<file path="src/rtl/bf_mac_drain.sv">
// ---------------------------------------------------------------------------
// bf_mac_drain
//
// Sits downstream of a bfloat16 MAC PE. It gates the PE's mac_en so that
// exactly K_LEN products are accumulated. It then captures the fp32
// accumulator and rounds it to bf16 (round-to-nearest-even, optional ReLU).
// The result is pushed into a first-word-fall-through output FIFO. A
// one-cycle clear is pulsed back to the PE so the next dot product starts
// from zero.
//
// Ports
//   clk         system clock, rising edge
//   rst         asynchronous active-high reset
//   in_valid    upstream has an operand pair for the PE
//   in_ready    drain accepts a beat (PE mac_en = in_valid & in_ready)
//   acc_result  registered fp32 accumulator from the PE
//   relu_en     clamp negative results to +0; sampled in CAPTURE
//   acc_clr     one-cycle clear pulse to the PE
//   out_valid   FIFO non-empty
//   out_ready   consumer pops when out_valid & out_ready
//   out_data    bf16 result at the FIFO head (holds last value when empty)
//   out_flags   [1] NaN, [0] +/-inf for the head entry
//   fifo_full   FIFO holds DEPTH entries
//   beat_cnt    beats accepted in the current dot product
// ---------------------------------------------------------------------------
module bf_mac_drain #(
    parameter int K_LEN = 16,
    parameter int DEPTH = 4
) (
    input  logic                         clk,
    input  logic                         rst,
    input  logic                         in_valid,
    output logic                         in_ready,
    input  logic [31:0]                  acc_result,
    input  logic                         relu_en,
    output logic                         acc_clr,
    output logic                         out_valid,
    input  logic                         out_ready,
    output logic [15:0]                  out_data,
    output logic [1:0]                   out_flags,
    output logic                         fifo_full,
    output logic [$clog2(K_LEN+1)-1:0]   beat_cnt
);

    localparam int CW = $clog2(K_LEN + 1);
    localparam int AW = $clog2(DEPTH);

    typedef enum logic [1:0] {
        ST_ACCUM,
        ST_CAPTURE,
        ST_CLEAR
    } state_t;

    state_t        state_q, state_d;
    logic [CW-1:0] cnt_q, cnt_d;
    logic          push;

    // -----------------------------------------------------------------------
    // fp32 -> bf16 conversion (only consumed while in CAPTURE)
    // -----------------------------------------------------------------------
    logic        sign;
    logic        exp_all_ones;
    logic        exp_zero;
    logic        is_nan;
    logic        round_up;
    logic [15:0] conv_data;
    logic [1:0]  conv_flags;

    assign sign         = acc_result[31];
    assign exp_all_ones = (acc_result[30:23] == 8'hFF);
    assign exp_zero     = (acc_result[30:23] == 8'h00);
    assign is_nan       = exp_all_ones && (acc_result[22:0] != 23'h0);

    // Carry out of the low half of acc_result + 0x7FFF + acc_result[16].
    // It is set when the discarded half exceeds 0x8000, or equals 0x8000
    // with an odd kept LSB. That is round-to-nearest-even.
    assign round_up = acc_result[15] && ((acc_result[14:0] != 15'h0) || acc_result[16]);

    always_comb begin
        // NOTE: every output of a combinational block gets a value before any
        // branch, so no path can leave it unassigned and infer a latch.
        conv_data  = acc_result[31:16] + 16'(round_up);
        conv_flags = 2'b00;
        if (is_nan) begin
            conv_data  = 16'h7FC0;
            conv_flags = 2'b10;
        end else if (exp_all_ones) begin
            conv_data  = {sign, 8'hFF, 7'h00};
            conv_flags = 2'b01;
        end else if (exp_zero) begin
            conv_data  = {sign, 15'h0000};
        end else if (conv_data[14:7] == 8'hFF) begin
            // Rounding carried into an all-ones exponent. The mantissa is
            // already zero, so the result is a proper infinity.
            conv_flags = 2'b01;
        end
        // ReLU clamps every negative non-NaN value, including -0 and -inf.
        if (relu_en && !is_nan && sign) begin
            conv_data  = 16'h0000;
            conv_flags = 2'b00;
        end
    end

    // -----------------------------------------------------------------------
    // FIFO status, derived from the registered pointers
    // -----------------------------------------------------------------------
    logic [AW:0]  wr_ptr_q, rd_ptr_q;
    logic [AW:0]  fill;
    logic         pop;
    logic [17:0]  mem_q [DEPTH];
    logic [17:0]  head;
    logic [17:0]  hold_q;

    assign fill      = wr_ptr_q - rd_ptr_q;
    assign fifo_full = (fill == (AW+1)'(DEPTH));
    assign out_valid = (fill != '0);
    assign pop       = out_valid && out_ready;
    assign head      = mem_q[rd_ptr_q[AW-1:0]];

    // -----------------------------------------------------------------------
    // Control FSM
    // -----------------------------------------------------------------------
    always_ff @(posedge clk or posedge rst) begin
        if (rst) begin
            state_q <= ST_ACCUM;
            cnt_q   <= '0;
        end else begin
            // NOTE: sequential state uses non-blocking assignment. All
            // registers then update together from the pre-edge values,
            // regardless of statement order.
            state_q <= state_d;
            cnt_q   <= cnt_d;
        end
    end

    always_comb begin
        state_d  = state_q;
        cnt_d    = cnt_q;
        push     = 1'b0;
        in_ready = 1'b0;
        acc_clr  = 1'b0;
        case (state_q)
            ST_ACCUM: begin
                in_ready = 1'b1;
                if (in_valid) begin
                    cnt_d = cnt_q + CW'(1);
                    // The PE registers the last product at this same edge.
                    if (cnt_q == CW'(K_LEN - 1)) begin
                        state_d = ST_CAPTURE;
                    end
                end
            end
            ST_CAPTURE: begin
                // Space is judged on the registered fill only. A pop in this
                // cycle frees a slot from the next cycle on.
                if (!fifo_full) begin
                    push    = 1'b1;
                    state_d = ST_CLEAR;
                end
            end
            ST_CLEAR: begin
                acc_clr = 1'b1;
                cnt_d   = '0;
                state_d = ST_ACCUM;
            end
            default: begin
                state_d = ST_ACCUM;
                cnt_d   = '0;
            end
        endcase
    end

    assign beat_cnt = cnt_q;

    // -----------------------------------------------------------------------
    // FIFO storage and pointers
    // -----------------------------------------------------------------------
    always_ff @(posedge clk or posedge rst) begin
        if (rst) begin
            wr_ptr_q <= '0;
            rd_ptr_q <= '0;
            hold_q   <= '0;
        end else begin
            if (push) begin
                wr_ptr_q <= wr_ptr_q + (AW+1)'(1);
            end
            if (pop) begin
                rd_ptr_q <= rd_ptr_q + (AW+1)'(1);
                hold_q   <= head;
            end
        end
    end

    // NOTE: the storage array has no reset. Only entries between the
    // pointers are ever observed, and emptying the FIFO is done by resetting
    // the pointers.
    always_ff @(posedge clk) begin
        if (push) begin
            mem_q[wr_ptr_q[AW-1:0]] <= {conv_flags, conv_data};
        end
    end

    // When empty, show the last popped entry, or zero after reset.
    assign out_data  = out_valid ? head[15:0]  : hold_q[15:0];
    assign out_flags = out_valid ? head[17:16] : hold_q[17:16];

endmodule
</file>
<file path="config.mk">
export PLATFORM = sky130hd
export DESIGN_NAME = bf_mac_drain
export DESIGN_NICKNAME = d
export VERILOG_FILES = /design/src/rtl/bf_mac_drain.sv
export SDC_FILE = /design/constraint.sdc
export NUM_CORES = 1
export LEC_CHECK = 0
export CORE_MARGIN = 2
export CORE_UTILIZATION = 40
export CTS_CLUSTER_DIAMETER = 40
export CTS_CLUSTER_SIZE = 28
export DETAILED_ROUTE_END_ITERATION = 6
export PLACE_DENSITY = 0.72
export SLEW_MARGIN = 20
export SYNTH_ARGS = -nofsm -noshare
export SYNTH_HDL_FRONTEND = slang
export SYNTH_SLANG_ARGS = --single-unit
</file>
<file path="constraint.sdc">
create_clock -name clk -period 2.7 [get_ports clk]
set_input_delay 0.54 -clock clk [delete_from_list [all_inputs] [get_ports clk]]
set_output_delay 0.54 -clock clk [all_outputs]
set_load 0.01 [all_outputs]
</file>
# == After elaboration in Yosys (flattened, before gate mapping) ==
# Memory sizes are Yosys's and may differ from the RTL's.
# Cells that the tools add are included.
# classes
n_mux,23
n_addsub,5
eq_ne,9
n_bitwise,1
n_reduce_logical,14
# op_table
operator,n
$mux 16,5
$reduce_bool 23->1,1
$add 16x1->16,1
$eq 8x8->1 const B,2
$reduce_bool 15->1,1
$mux 2,6
$pmux 5 s2,1
$mux 1,9
$logic_not 8->1,1
$add 3x1->3 const B,2
$ne 2x2->1 const B,3
$add 5x1->5 const B,1
$eq 5x4->1 const B,1
$logic_and 1x1->1,5
$mux 5,1
$pmux 2 s2,1
$eq 3x3->1 const B,1
$reduce_and 3->1,1
$reduce_bool 3->1,1
$sub 3x3->3,1
$eq 2x1->1 const B,1
$eq 2x2->1 const B,1
$logic_not 2->1,1
$reduce_and 2->1,1
other kinds (3),3
# totals
ramBits,72
output_inout_bits,27
memories,1
reg_bits,31
wordCells,58
# memory_table
memory,depth,word_bits,rd,rd_ports_with_merged_regs,wr,line_no,text
mem_q,4,18,1,0,1,110,logic [17:0] mem_q [DEPTH];

# == Logic depth before layout (Yosys ltp) ==
# logic_depth
depth_word,10
ltp_mapped,8
ltp_nobuf,6

# == Worst setup path before layout ==
# Ideal clock, no wire load.
# synth_timing
path_type,register to register
startpoint,register rd_ptr_q[1]
endpoint,memory mem_q[3][0] (enable)
synth_period_minus_slack_ps,2751
setup_slack_ps,-51
setup_time_ps,397
path_buffers,1
t_arrival_ps,2354
path_stages_with_launch,7
cell_sequence,dfrtp_1 clkbuf_1 inv_1 ha_1 nor2b_1 xnor2_4 a311oi_2
# synth_via
elab_chain_cells,6
# synth_rtl
item,line_no,text
"start, declared",107,"logic [AW:0] wr_ptr_q, rd_ptr_q;"
"start signal, assigned",188,rd_ptr_q <= rd_ptr_q + (AW+1)'(1);
$sub 3x3->3,114,assign fill = wr_ptr_q - rd_ptr_q;
$eq 3x3->1,115,assign fifo_full = (fill == (AW+1)'(DEPTH));
$mux 1,156,if (!fifo_full) begin
$mux 1,142,case (state_q)
$mux 1,198,if (push) begin
$mux 1 (not written as such),199,"mem_q[wr_ptr_q[AW-1:0]] <= {conv_flags, conv_data};"
"end, declared",110,
# Every way passes these cells.

# == Worst setup path in the final report ==
# layout_timing
startpoint,register wr_ptr_q[0]
endpoint,output out_data[15]
# layout_via
elab_chain_cells,3
# layout_rtl
item,line_no,text
"start, declared",107,
"start signal, assigned",185,wr_ptr_q <= wr_ptr_q + (AW+1)'(1);
$sub 3x3->3,114,
$reduce_bool 3->1,116,assign out_valid = (fill != '0);
$mux 16,204,assign out_data = out_valid ? head[15:0] : hold_q[15:0];
"end, declared",39,"output logic [15:0] out_data,"
# Every way passes these cells.

==> implementation parameters <==
Parameter                              Value

Run status
  Outcome    finished with violations
  Violations in the final reports    DRC

Setup path
  Critical Path AT    roughly 2.1 ns
  Slowest stage cell on the critical path    dfrtp_1
  Start-to-end type of the worst setup path    reg -> out
  Biggest fanout along the worst timing path    14
  Worst path cell trace    inv_1 -> ha_1 -> nor2b_4 -> xnor2_4 -> nor2_4 -> buf_12 -> mux2_2 -> clkdlybuf4s15_1
  Critical Path Max Stage Delay    around 0.39 ns
  Startpoint type of the worst setup path    flip-flop
  Capturing element type of the critical path    output port
  Critical path required time    about 2.2 ns

Yosys
  Area fraction in compound gates after synthesis    0.0382
  Mux share of post-synthesis cell area    0.177
  Library cell occupying the most area in the post-synthesis netlist    edfxtp_1
  Syn Area/Cell    ~16 µm²
  Total of flip-flops plus latches after synthesis    a little over 100
  Mapped Nets    ~350
  Area fraction in and, or, nand and nor cells after synthesis    0.0880
  Xor and xnor fraction of the mapped netlist area    0.0367
  Gate count of the mapped netlist    roughly 310
  Fraction of registers with async set or reset after synthesis    0.301
  Count of different cell masters after synthesis    45
  Number of synthesized flops with an enable pin    between 70 and 80
  Post-synth top area share    0.453
  Synth top area cells    edfxtp_1, dfrtp_1, mux2_2
  Combinational family with the most area after synthesis    multiplexers
  Mapped Area    between 4000 and 5000 µm²
  Area share of fa/ha/maj cells after synthesis    0.0236
  Most used flip-flop cell after synthesis    edfxtp_1
  Number of warnings reported in the yosys synthesis log    0
  Share of the yosys chip area belonging to registers    0.615

Die
  Total I/O pin count    64
  Placement row count    39
  Total Die Area    between 10000 and 15000 µm²
  Die Y-Extent    113 µm
  Starting density of the core    0.415
  Die W    113 µm
  Placeable Area    around 12000 µm²

Place
  Detailed placer's ending HPWL    about 6400 µm
  Cell total after placement    532
  Final Wtd Congestion    roughly 0.86
  I/O Buffers    63

CTS
  Clock transition at path regs    ~0.07 ns
  Count of clock tree sinks    between 100 and 150
  Number of H-tree branching levels    3
  Count of hold buffers inserted by post-cts repair    0
  Maximum clock insertion buffer count    2
  Number of clock buffers inserted by TritonCTS    9
  Later-pin clock latency in the skew report    0.34 ns
  Clock tree from TritonCTS    done
  Clock root cell    clkbuf_16

Layout
  Share of cells above drive strength 1    0.300
  Most frequent cells in the layout    edfxtp_1, clkdlybuf4s50_1, mux2_2, dfrtp_1, buf_4
  Post-route core utilization    0.523
  Antenna diode instance count    0
  Final cell count without fillers    550
  Net count of the finished layout    around 450
  Most frequent standard cell in the layout excluding fill and tap cells    edfxtp_1
  Area growth, synth to finish    26.1%

STA
  Hold WS    a little over 0.5 ns
  Maximum clock skew at final layout    approximately 0.0091 ns
  Number of setup violations in the final report    0
  Transition at the pin with the smallest max-transition slack    around 0.45 ns
  Portion of the clock cycle consumed by the worst path in the final layout    0.986
  Highest attainable clock frequency    ~0.38 GHz
  Unrepaired setup endpoints after global routing    yes
  Number of endpoints with negative hold slack in the final report    0
  Max transition margin    0.699
  Minimum clock period    about 2.7 ns
  Total count of max-transition violations in the final report    0

Global routing
  Global-route usage over all layers    0.152
  Number of global-route vias before repair    approximately 3000
  First-pass GRT wire length    approximately 15000 µm
  Maximum number of pins on one net before global-route repair    32
  Sum of overflow across all layers after global routing    0
  Number of antenna violations at the first check in global routing    0

Route
  Routed vias    2945
  Initial DRC Count    between 200 and 250
  Detailed Route WL    between 9000 and 10000 µm
  Vias per std cell    5.35
  Detailed Routing Iterations Pass 1    6
  DRC viols    5
  Routed len/inst    between 15 and 20 µm
  Post-detailed-route count of antenna-violating nets    0

Pwr
  Total power density per cell area    970 nW/µm²
  Switching part of the total power    0.316
  P_sw    roughly 1.8 mW
  IR Drop Worst-Case VDD    approximately 0.00050 V
  Reported leakage power    2.21 nW
  Proportion of power drawn by combinational gates    0.435
  Power share of the sequential group    0.354
  Internal power contribution    around 4 mW
  Part of the power in the clock network    0.211

Run
  Max cap viols    0

Min path
  Class of the tightest hold or removal check    reg -> reg
==> power groups by stage <==
stage	Clock [mW]	Sequential, mW	Combinational [mW]
6_report	1.23	2.07	2.54
5_1_grt	1.32	2.10	2.77
4_1_cts	1.25	2.07	2.59
3_5_place_dp	0	2.10	2.70
3_3_place_gp	0	2.08	2.65
2_1_floorplan	0	2.09	1.62
==> metal layers <==
metal  track usage  wire (µm)
met3        0.0171        422
met1         0.197       3920
met4        0.0488        123
met2         0.269       4690
met5             0          0
==> registers in the layout (all words and copies together), names as in the netlist <==
name and cells:
wr_ptr_q 3, beat_cnt 5, hold_q 18, mem_q 72
state_q 2, rd_ptr_q 3
==> cell families after synthesis <==
group,Yosys count
and+or+nand+nor,79
adders and majority gates,9
buffers and inverters,20
DFF,103
muxes,57
AOI/OAI and AO/OA,23
xor gates and xnor gates,17
==> critical path, delay by kind of cell (launching register included) <==
family | cells | cell delay, ns
buffers and inverters | 3 | 0.49
and+or+nand+nor | 2 | 0.32
DFF | 1 | 0.39
muxes | 1 | 0.35
adders and majority gates | 1 | 0.14
xor gates and xnor gates | 1 | 0.09
==> repair_timing <==
item | in CTS | in global routing
setup buffers | 1 | 1
endpoints found under the hold margin | 0 | 0
pin swaps | 0 | 0
resized for setup | 23 | 31
endpoints found under the setup margin | 20 | 19
==> synthesized netlist by cell type, types with 2 or more instances <==
master and count:
nand2_1 10, xnor2_1 7, mux4_2 18, a21oi_1 4
ha_1 9, nor2_1 20, nand3_1 5, a31oi_1 2
buf_6 3, inv_1 10, nor3_1 7, mux2_2 38
edfxtp_1 72, and3_1 3, clkbuf_1 4, xor2_1 8
dfrtp_1 31, nor2b_1 4, o22ai_1 3, buf_2 2
and2_1 4, nand4_1 9, a211oi_1 3, nand3b_1 2
nand2b_1 2, nor4_1 9
==> worst paths after layout <==
| kind | from | end | slack, ns | cells past startpoint |
|---|---|---|---|---|
| hold / removal | hold_q[7]$_DFFE_PP0P_ | hold_q[7]$_DFFE_PP0P_ | 0.50 | 1 |
| hold reg to reg | hold_q[7]$_DFFE_PP0P_ | hold_q[7]$_DFFE_PP0P_ | 0.50 | 1 |
| max in group asynchronous | rst | hold_q[14]$_DFFE_PP0P_ | 1.78 | 3 |
| setup reg to reg | wr_ptr_q[0]$_DFFE_PP0P_ | mem_q[2][0]$_DFFE_PP_ | 0.60 | 8 |
| setup / recovery | wr_ptr_q[0]$_DFFE_PP0P_ | out_data[15] | 0.04 | 8 |
| min in group asynchronous | rst | hold_q[0]$_DFFE_PP0P_ | 0.60 | 3 |
==> area by class of cell <==
cell class                 instances  area [µm²]
fill                             973        5490
sequential                       103        2940
multi-input combinational        185        1760
timing repair buffer              93         827
clock buffer                      10         239
tap                              143         179
clock inverter                     6        47.5
inverter                          10        37.5
==> through the flow <==
stage | cell area (µm²) | total power, mW | setup TNS [ns] | worst slack (ns)
2_1_floorplan | 4790 | 3.71 | 0 | 0.0576
3_3_place_gp | 5750 | 4.73 | 0 | 0.0366
3_5_place_dp | 5750 | 4.80 | 0 | 0.0221
4_1_cts | 6040 | 5.91 | -0.00939 | -0.00939
5_1_grt | 6020 | 6.19 | -0.0638 | -0.0563
6_report | 6020 | 5.84 | 0 | 0.0374
(Power assumes the default switching activity.)
